==> src/rtl/alu_ctrl.sv <==
// alu_ctrl: sequencing front end for a 32-bit combinational ALU.
// Commands enter a 4-deep FIFO through a valid/ready port, are issued one at
// a time onto registered ALU operands, and the ALU result and flags are
// captured one cycle later and offered on a valid/ready result port.
//
// Optional build macro: ALU_CTRL_CHAIN_EN
//   When defined, a command with chain=1 takes its A operand from the most
//   recently captured result instead of its own A field.
module alu_ctrl (
    input  logic        ALU_CTRL_clk_xi,
    input  logic        ALU_CTRL_rst_xi,
    input  logic        ALU_CTRL_cmd_valid_xi,
    output logic        ALU_CTRL_cmd_ready_xo,
    input  logic [31:0] ALU_CTRL_cmd_a_xi,
    input  logic [31:0] ALU_CTRL_cmd_b_xi,
    input  logic [2:0]  ALU_CTRL_cmd_op_xi,
    input  logic        ALU_CTRL_cmd_chain_xi,
    output logic [31:0] ALU_CTRL_alu_a_xo,
    output logic [31:0] ALU_CTRL_alu_b_xo,
    output logic [2:0]  ALU_CTRL_alu_op_xo,
    input  logic [31:0] ALU_CTRL_alu_f_xi,
    input  logic        ALU_CTRL_alu_ovf_xi,
    input  logic        ALU_CTRL_alu_zero_xi,
    output logic        ALU_CTRL_res_valid_xo,
    input  logic        ALU_CTRL_res_ready_xi,
    output logic [31:0] ALU_CTRL_res_f_xo,
    output logic        ALU_CTRL_res_ovf_xo,
    output logic        ALU_CTRL_res_zero_xo,
    output logic        ALU_CTRL_busy_xo
);

    localparam int DATA_W = 32;
    localparam int DEPTH  = 4;

    localparam logic [1:0] ST_IDLE = 2'd0;
    localparam logic [1:0] ST_EXEC = 2'd1;
    localparam logic [1:0] ST_DONE = 2'd2;

    localparam logic [2:0] OP_ADD = 3'b100;
    localparam logic [2:0] OP_SUB = 3'b101;

    typedef struct packed {
        logic              chain;
        logic [2:0]        op;
        logic [DATA_W-1:0] b;
        logic [DATA_W-1:0] a;
    } cmd_t;

    // Only add and subtract produce a meaningful carry/borrow; any flag the
    // ALU raises for the logic, compare or shift ops is suppressed.
    function automatic logic qualify_ovf(input logic [2:0] op, input logic ovf);
        return ((op == OP_ADD) || (op == OP_SUB)) ? ovf : 1'b0;
    endfunction

    logic [1:0]        state;
    logic [1:0]        state_nxt;

    cmd_t              fifo_mem [DEPTH];
    logic [1:0]        wr_ptr;
    logic [1:0]        rd_ptr;
    logic [2:0]        count;
    logic              fifo_empty;
    logic              fifo_full;
    logic              push;
    logic              pop;
    cmd_t              cmd_in;
    cmd_t              head;
    logic [DATA_W-1:0] head_a_sel;

    // Issue stage: operands held in front of the ALU.
    logic [DATA_W-1:0] opnd_a_p0;
    logic [DATA_W-1:0] opnd_b_p0;
    logic [2:0]        opnd_op_p0;

    // Result stage: captured ALU outputs.
    logic [DATA_W-1:0] res_f_p1;
    logic              res_ovf_p1;
    logic              res_zero_p1;
    logic              vld_p1;

    logic              res_take;

    assign fifo_empty = (count == 3'd0);
    assign fifo_full  = (count == 3'd4);

    // Held low during reset so nothing can be pushed into a FIFO being cleared.
    assign ALU_CTRL_cmd_ready_xo = !fifo_full && !ALU_CTRL_rst_xi;
    assign push = ALU_CTRL_cmd_valid_xi && ALU_CTRL_cmd_ready_xo;

    assign cmd_in = '{chain: ALU_CTRL_cmd_chain_xi,
                      op:    ALU_CTRL_cmd_op_xi,
                      b:     ALU_CTRL_cmd_b_xi,
                      a:     ALU_CTRL_cmd_a_xi};
    assign head = fifo_mem[rd_ptr];

    assign res_take = vld_p1 && ALU_CTRL_res_ready_xi;

    // Decide when the head of the FIFO moves into the operand registers.
    always_comb begin
        pop = 1'b0;
        case (state)
            ST_IDLE: pop = !fifo_empty;
            ST_DONE: pop = res_take && !fifo_empty;
            default: pop = 1'b0;
        endcase
    end

    // Next-state logic: IDLE waits for work, EXEC lasts exactly one cycle,
    // DONE waits for the consumer and chains straight into the next command.
    always_comb begin
        state_nxt = state;
        case (state)
            ST_IDLE: begin
                if (!fifo_empty) state_nxt = ST_EXEC;
            end
            ST_EXEC: begin
                state_nxt = ST_DONE;
            end
            ST_DONE: begin
                if (res_take) state_nxt = fifo_empty ? ST_IDLE : ST_EXEC;
            end
            default: begin
                state_nxt = ST_IDLE;
            end
        endcase
    end

    // State register.
    always_ff @(posedge ALU_CTRL_clk_xi or posedge ALU_CTRL_rst_xi) begin
        if (ALU_CTRL_rst_xi) begin
            state <= ST_IDLE;
        end else begin
            state <= state_nxt;
        end
    end

    // FIFO storage; contents are meaningless once the pointers are cleared.
    always_ff @(posedge ALU_CTRL_clk_xi) begin
        if (push) begin
            fifo_mem[wr_ptr] <= cmd_in;
        end
    end

    // FIFO pointers and occupancy; simultaneous push and pop keep the count.
    always_ff @(posedge ALU_CTRL_clk_xi or posedge ALU_CTRL_rst_xi) begin
        if (ALU_CTRL_rst_xi) begin
            wr_ptr <= 2'd0;
            rd_ptr <= 2'd0;
            count  <= 3'd0;
        end else begin
            if (push) wr_ptr <= wr_ptr + 2'd1;
            if (pop)  rd_ptr <= rd_ptr + 2'd1;
            case ({push, pop})
                2'b10:   count <= count + 3'd1;
                2'b01:   count <= count - 3'd1;
                default: count <= count;
            endcase
        end
    end

`ifdef ALU_CTRL_CHAIN_EN
    logic [DATA_W-1:0] last_f;

    // Most recent captured result, feeding chained commands.
    always_ff @(posedge ALU_CTRL_clk_xi or posedge ALU_CTRL_rst_xi) begin
        if (ALU_CTRL_rst_xi) begin
            last_f <= '0;
        end else if (state == ST_EXEC) begin
            last_f <= ALU_CTRL_alu_f_xi;
        end
    end

    assign head_a_sel = head.chain ? last_f : head.a;
`else
    logic unused_chain;

    assign unused_chain = head.chain;
    assign head_a_sel   = head.a;
`endif

    // ---- stage p0: FIFO head -> ALU operand registers ----
    // Operands are only rewritten on a pop and otherwise keep their value.
    always_ff @(posedge ALU_CTRL_clk_xi or posedge ALU_CTRL_rst_xi) begin
        if (ALU_CTRL_rst_xi) begin
            opnd_a_p0  <= '0;
            opnd_b_p0  <= '0;
            opnd_op_p0 <= '0;
        end else if (pop) begin
            opnd_a_p0  <= head_a_sel;
            opnd_b_p0  <= head.b;
            opnd_op_p0 <= head.op;
        end
    end

    // ---- stage p1: ALU outputs -> result registers ----
    // Capture once per command in EXEC; hold until the consumer takes it.
    always_ff @(posedge ALU_CTRL_clk_xi or posedge ALU_CTRL_rst_xi) begin
        if (ALU_CTRL_rst_xi) begin
            res_f_p1    <= '0;
            res_ovf_p1  <= 1'b0;
            res_zero_p1 <= 1'b0;
            vld_p1      <= 1'b0;
        end else if (state == ST_EXEC) begin
            res_f_p1    <= ALU_CTRL_alu_f_xi;
            res_zero_p1 <= ALU_CTRL_alu_zero_xi;
            res_ovf_p1  <= qualify_ovf(opnd_op_p0, ALU_CTRL_alu_ovf_xi);
            vld_p1      <= 1'b1;
        end else if ((state == ST_DONE) && res_take) begin
            vld_p1      <= 1'b0;
        end
    end

    assign ALU_CTRL_alu_a_xo     = opnd_a_p0;
    assign ALU_CTRL_alu_b_xo     = opnd_b_p0;
    assign ALU_CTRL_alu_op_xo    = opnd_op_p0;

    assign ALU_CTRL_res_valid_xo = vld_p1;
    assign ALU_CTRL_res_f_xo     = res_f_p1;
    assign ALU_CTRL_res_ovf_xo   = res_ovf_p1;
    assign ALU_CTRL_res_zero_xo  = res_zero_p1;

    assign ALU_CTRL_busy_xo      = !fifo_empty || (state != ST_IDLE);

endmodule

==> config.mk <==
export PLATFORM = sky130hd
export DESIGN_NAME = alu_ctrl
export DESIGN_NICKNAME = d
export VERILOG_FILES = /design/src/rtl/alu_ctrl.sv
export SDC_FILE = /design/constraint.sdc
export NUM_CORES = 1
export LEC_CHECK = 0
export BUFFER_PORTS_ARGS = -buffer_cell sky130_fd_sc_hd__buf_4
export CORE_MARGIN = 8
export CORE_UTILIZATION = 45
export CTS_CLUSTER_SIZE = 28
export DETAILED_ROUTE_END_ITERATION = 7
export PLACE_DENSITY = 0.68
export SETUP_SLACK_MARGIN = 0.1
export SYNTH_ARGS = -nofsm -noshare
export SYNTH_HDL_FRONTEND = slang
export SYNTH_SLANG_ARGS = --single-unit
==> constraint.sdc <==
create_clock -name ALU_CTRL_clk_xi -period 8.1 [get_ports ALU_CTRL_clk_xi]
set_clock_uncertainty 0.05 [all_clocks]
set_input_delay 0.405 -clock ALU_CTRL_clk_xi [delete_from_list [all_inputs] [get_ports ALU_CTRL_clk_xi]]
set_output_delay 0.405 -clock ALU_CTRL_clk_xi [all_outputs]
set_load 0.02 [all_outputs]
==> run metrics <==
max-slew violations=0; first-pass GRT wire length=41910 microns; share of cells above drive strength 1=0.5108; EDFF count, synth=about 270; Finished Core Util=0.5614; Post-DP HPWL=16580 microns; I/O pin cnt=between 200 and 250; Mapped Cells=approximately 620; Async S/R FF share, synth=0.2929; Setup Crit Path Kind=reg2reg; num rows=64; hold path start=ALU_CTRL_cmd_b_xi[16]; reg2reg start=rd_ptr[0]; Core Box Area=about 0.031 sq mm; Slew @ Worst Pin=1.120 ns; initial core utilization=0.4580; fin worst setup slack=between 5 and 6 ns; Synth top cells by count=edfxtp_1 (268), dfrtp_1 (111), mux2_2 (93), mux4_2 (67), buf_2 (17); Die Area=0.03704 sq mm; vias in the first global route=7102; Initial DRC Count=280; fmax=0.3646 GHz; GRT Residual Overflow=0; Crit Path Max Fanout=43; cells on worst reg2reg path=3; Chip Height=just under 200 microns; global placement routability congestion=0.6910; initial antenna violation count=0; top-area cell type share of the netlist area=0.5744; CTS HTree Levels=2; Layout area overhead=22.58%; top-count cell post-synth=edfxtp_1; antenna diode count=0; Critical R2R Capture=ALU_CTRL_alu_b_xo[10]; Critical Path RT=8.45 ns; CP arrival=3.09 ns; unrepaired setup endpoints after global routing=no; Routed Antenna Nets=0; crit start category=flop; top cells by area, synth=edfxtp_1 (57%), dfrtp_1 (20%), mux4_2 (11%), mux2_2 (7.5%), mux2_4 (0.86%); Post-CTS Setup Inserts=0; PwrDens=388.5 mW/mm^2; input/output buffers=~210; fin crit share=0.3386; cell taking the most area after synthesis=edfxtp_1; Post-CTS Resized=0; Initial DRT Pass Iterations=4; Ys Warns=0; TNS Setup=0 ns; FILL cells=around 2400; die span in x=192.4 microns; Multi-input gate area=0.002984 sq mm; Hold Crit Depth=1; post-DR wirelength/cell=between 20 and 25 microns; cts bufs inserted=39; final setup violation count=0; Yosys cell types=29; Final Hold Vio Count=0; Seq. cell area=0.01083 sq mm; Final #Nets=964; Power Total=around 6.7 mW; CP Capture Type=flop; leak pwr=6.385 nW; status=finished clean; WL final=approximately 28000 microns; Seq/Total Area, Yosys=0.7727; FF+latch count, synth=379; HP Class=in2reg; largest net degree at the start of global routing=78; Post-Synthesis Cell Area=0.01401 sq mm; CTS max path bufs=3; Max-Cap Viols=0; Tot GR Track Use=0.1477; CTS tree=yes; Slew headroom=0.2534; Reg clk slew, reported paths=0.06 ns; fin crit period=between 2 and 3 ns; drt drc=0; DR vias=between 6000 and 7000; clk root buf=clkbuf_16; Synth Net Count=about 730; vias per cell=5.147; clk_lat worst skew=0.51 ns; flop-to-flop setup slack=about 5.4 ns; average size of a mapped cell=22.56 sq um; setup slack at placement=5.239 ns; clk sinks=379; Peak supply drop=about 0.00024 V; ys flop type=edfxtp_1; worst-case hold path end point=fifo_mem[1][48]
-- worst max-delay path by stage --
stage	from	endpoint	slack [ns]	depth (start not counted)
final	rd_ptr[0]	ALU_CTRL_alu_b_xo[10]	5.36	3
after global routing	rd_ptr[0]	ALU_CTRL_alu_b_xo[9]	5.10	3
after CTS	rd_ptr[0]	ALU_CTRL_alu_b_xo[6]	5.23	3
after detailed placement	rd_ptr[0]	ALU_CTRL_alu_b_xo[9]	5.24	3
after global placement	rd_ptr[0]	ALU_CTRL_alu_b_xo[10]	5.28	3
after floorplan	ALU_CTRL_rst_xi	ALU_CTRL_alu_a_xo[0]	4.71	1
-- per-layer routing --
metal  track usage  part of all wire
met4       0.03819             0.017
met3       0.03397             0.065
met2        0.2461              0.49
met1        0.1942              0.43
met5             0                 0
-- area by class of cell --
type | count | share of cell area
flip-flops and latches | 379 | 0.6308
clock inverters | 25 | 0.007577
clock buffers | 47 | 0.06098
inverters | 11 | 0.002550
well taps | 396 | 0.02885
multi-input cells | 203 | 0.1738
repair buffers | 218 | 0.09545
-- stage by stage --
step	instances	hold slack, ns	cell area [sq um]
finish	1279	0.03437	17170
detailed placement	1206	0.4426	15990
CTS	1279	0.007876	17170
floorplan	621	0.4268	14010
global route	1279	0.009883	17170
global placement	1206	0.4409	15990
-- worst max-delay path, cell delays in order, from the launching register on --
cell and delay, ns:
dfrtp_4 1.05, buf_4 0.63, mux4_2 0.59, mux2_2 0.28
-- what timing repair did --
action / in CTS / in global routing
hold buffers: 1 / 0
endpoints found under the setup margin: 0 / 0
endpoints found under the hold margin: 34 / 0
-- where the power goes --
group / switching, mW / leakage, nW / internal [mW]
Combinational: 0.991 / 2.08 / 1.16
Clock: 0.705 / 0.581 / 0.924
Sequential: 0.350 / 3.73 / 2.54
-- cells in the final DEF, fill, tap and decap left out, types with 2 or more instances in the layout --
cell,n
mux2_4,8
mux2_2,93
clkinv_1,13
clkbuf_16,40
ha_1,5
and2_4,4
nand2_1,2
buf_4,217
clkbuf_1,5
clkbuf_8,2
nor2_1,3
mux4_2,67
clkinv_2,8
dfrtp_1,109
dfrtp_4,2
inv_1,10
a21oi_1,3
xor2_1,4
xnor2_1,2
edfxtp_1,268
-- flip-flops by register name (all words and copies together) (netlist names) --
register               count
ALU_CTRL_alu_a_xo         32
ALU_CTRL_alu_b_xo         32
ALU_CTRL_alu_op_xo         3
ALU_CTRL_res_f_xo         32
ALU_CTRL_res_ovf_xo        1
ALU_CTRL_res_valid_xo      1
ALU_CTRL_res_zero_xo       1
count                      3
fifo_mem                 268
rd_ptr                     2
state                      2
wr_ptr                     2
-- logic make-up (layout without fill, tap and decap cells) --
family          Yosys count  in the layout  share of synthesized area
fa+ha+maj                 6              6                   0.005894
xor+xnor                  6              6                   0.003751
compound gates            7              7                   0.003661
buf+inv                  39            301                    0.01563
simple gates             15             15                   0.006609
flops                   379            379                     0.7727
mux                     169            169                     0.1917
Note: power is estimated with default switching activity, not from simulation.
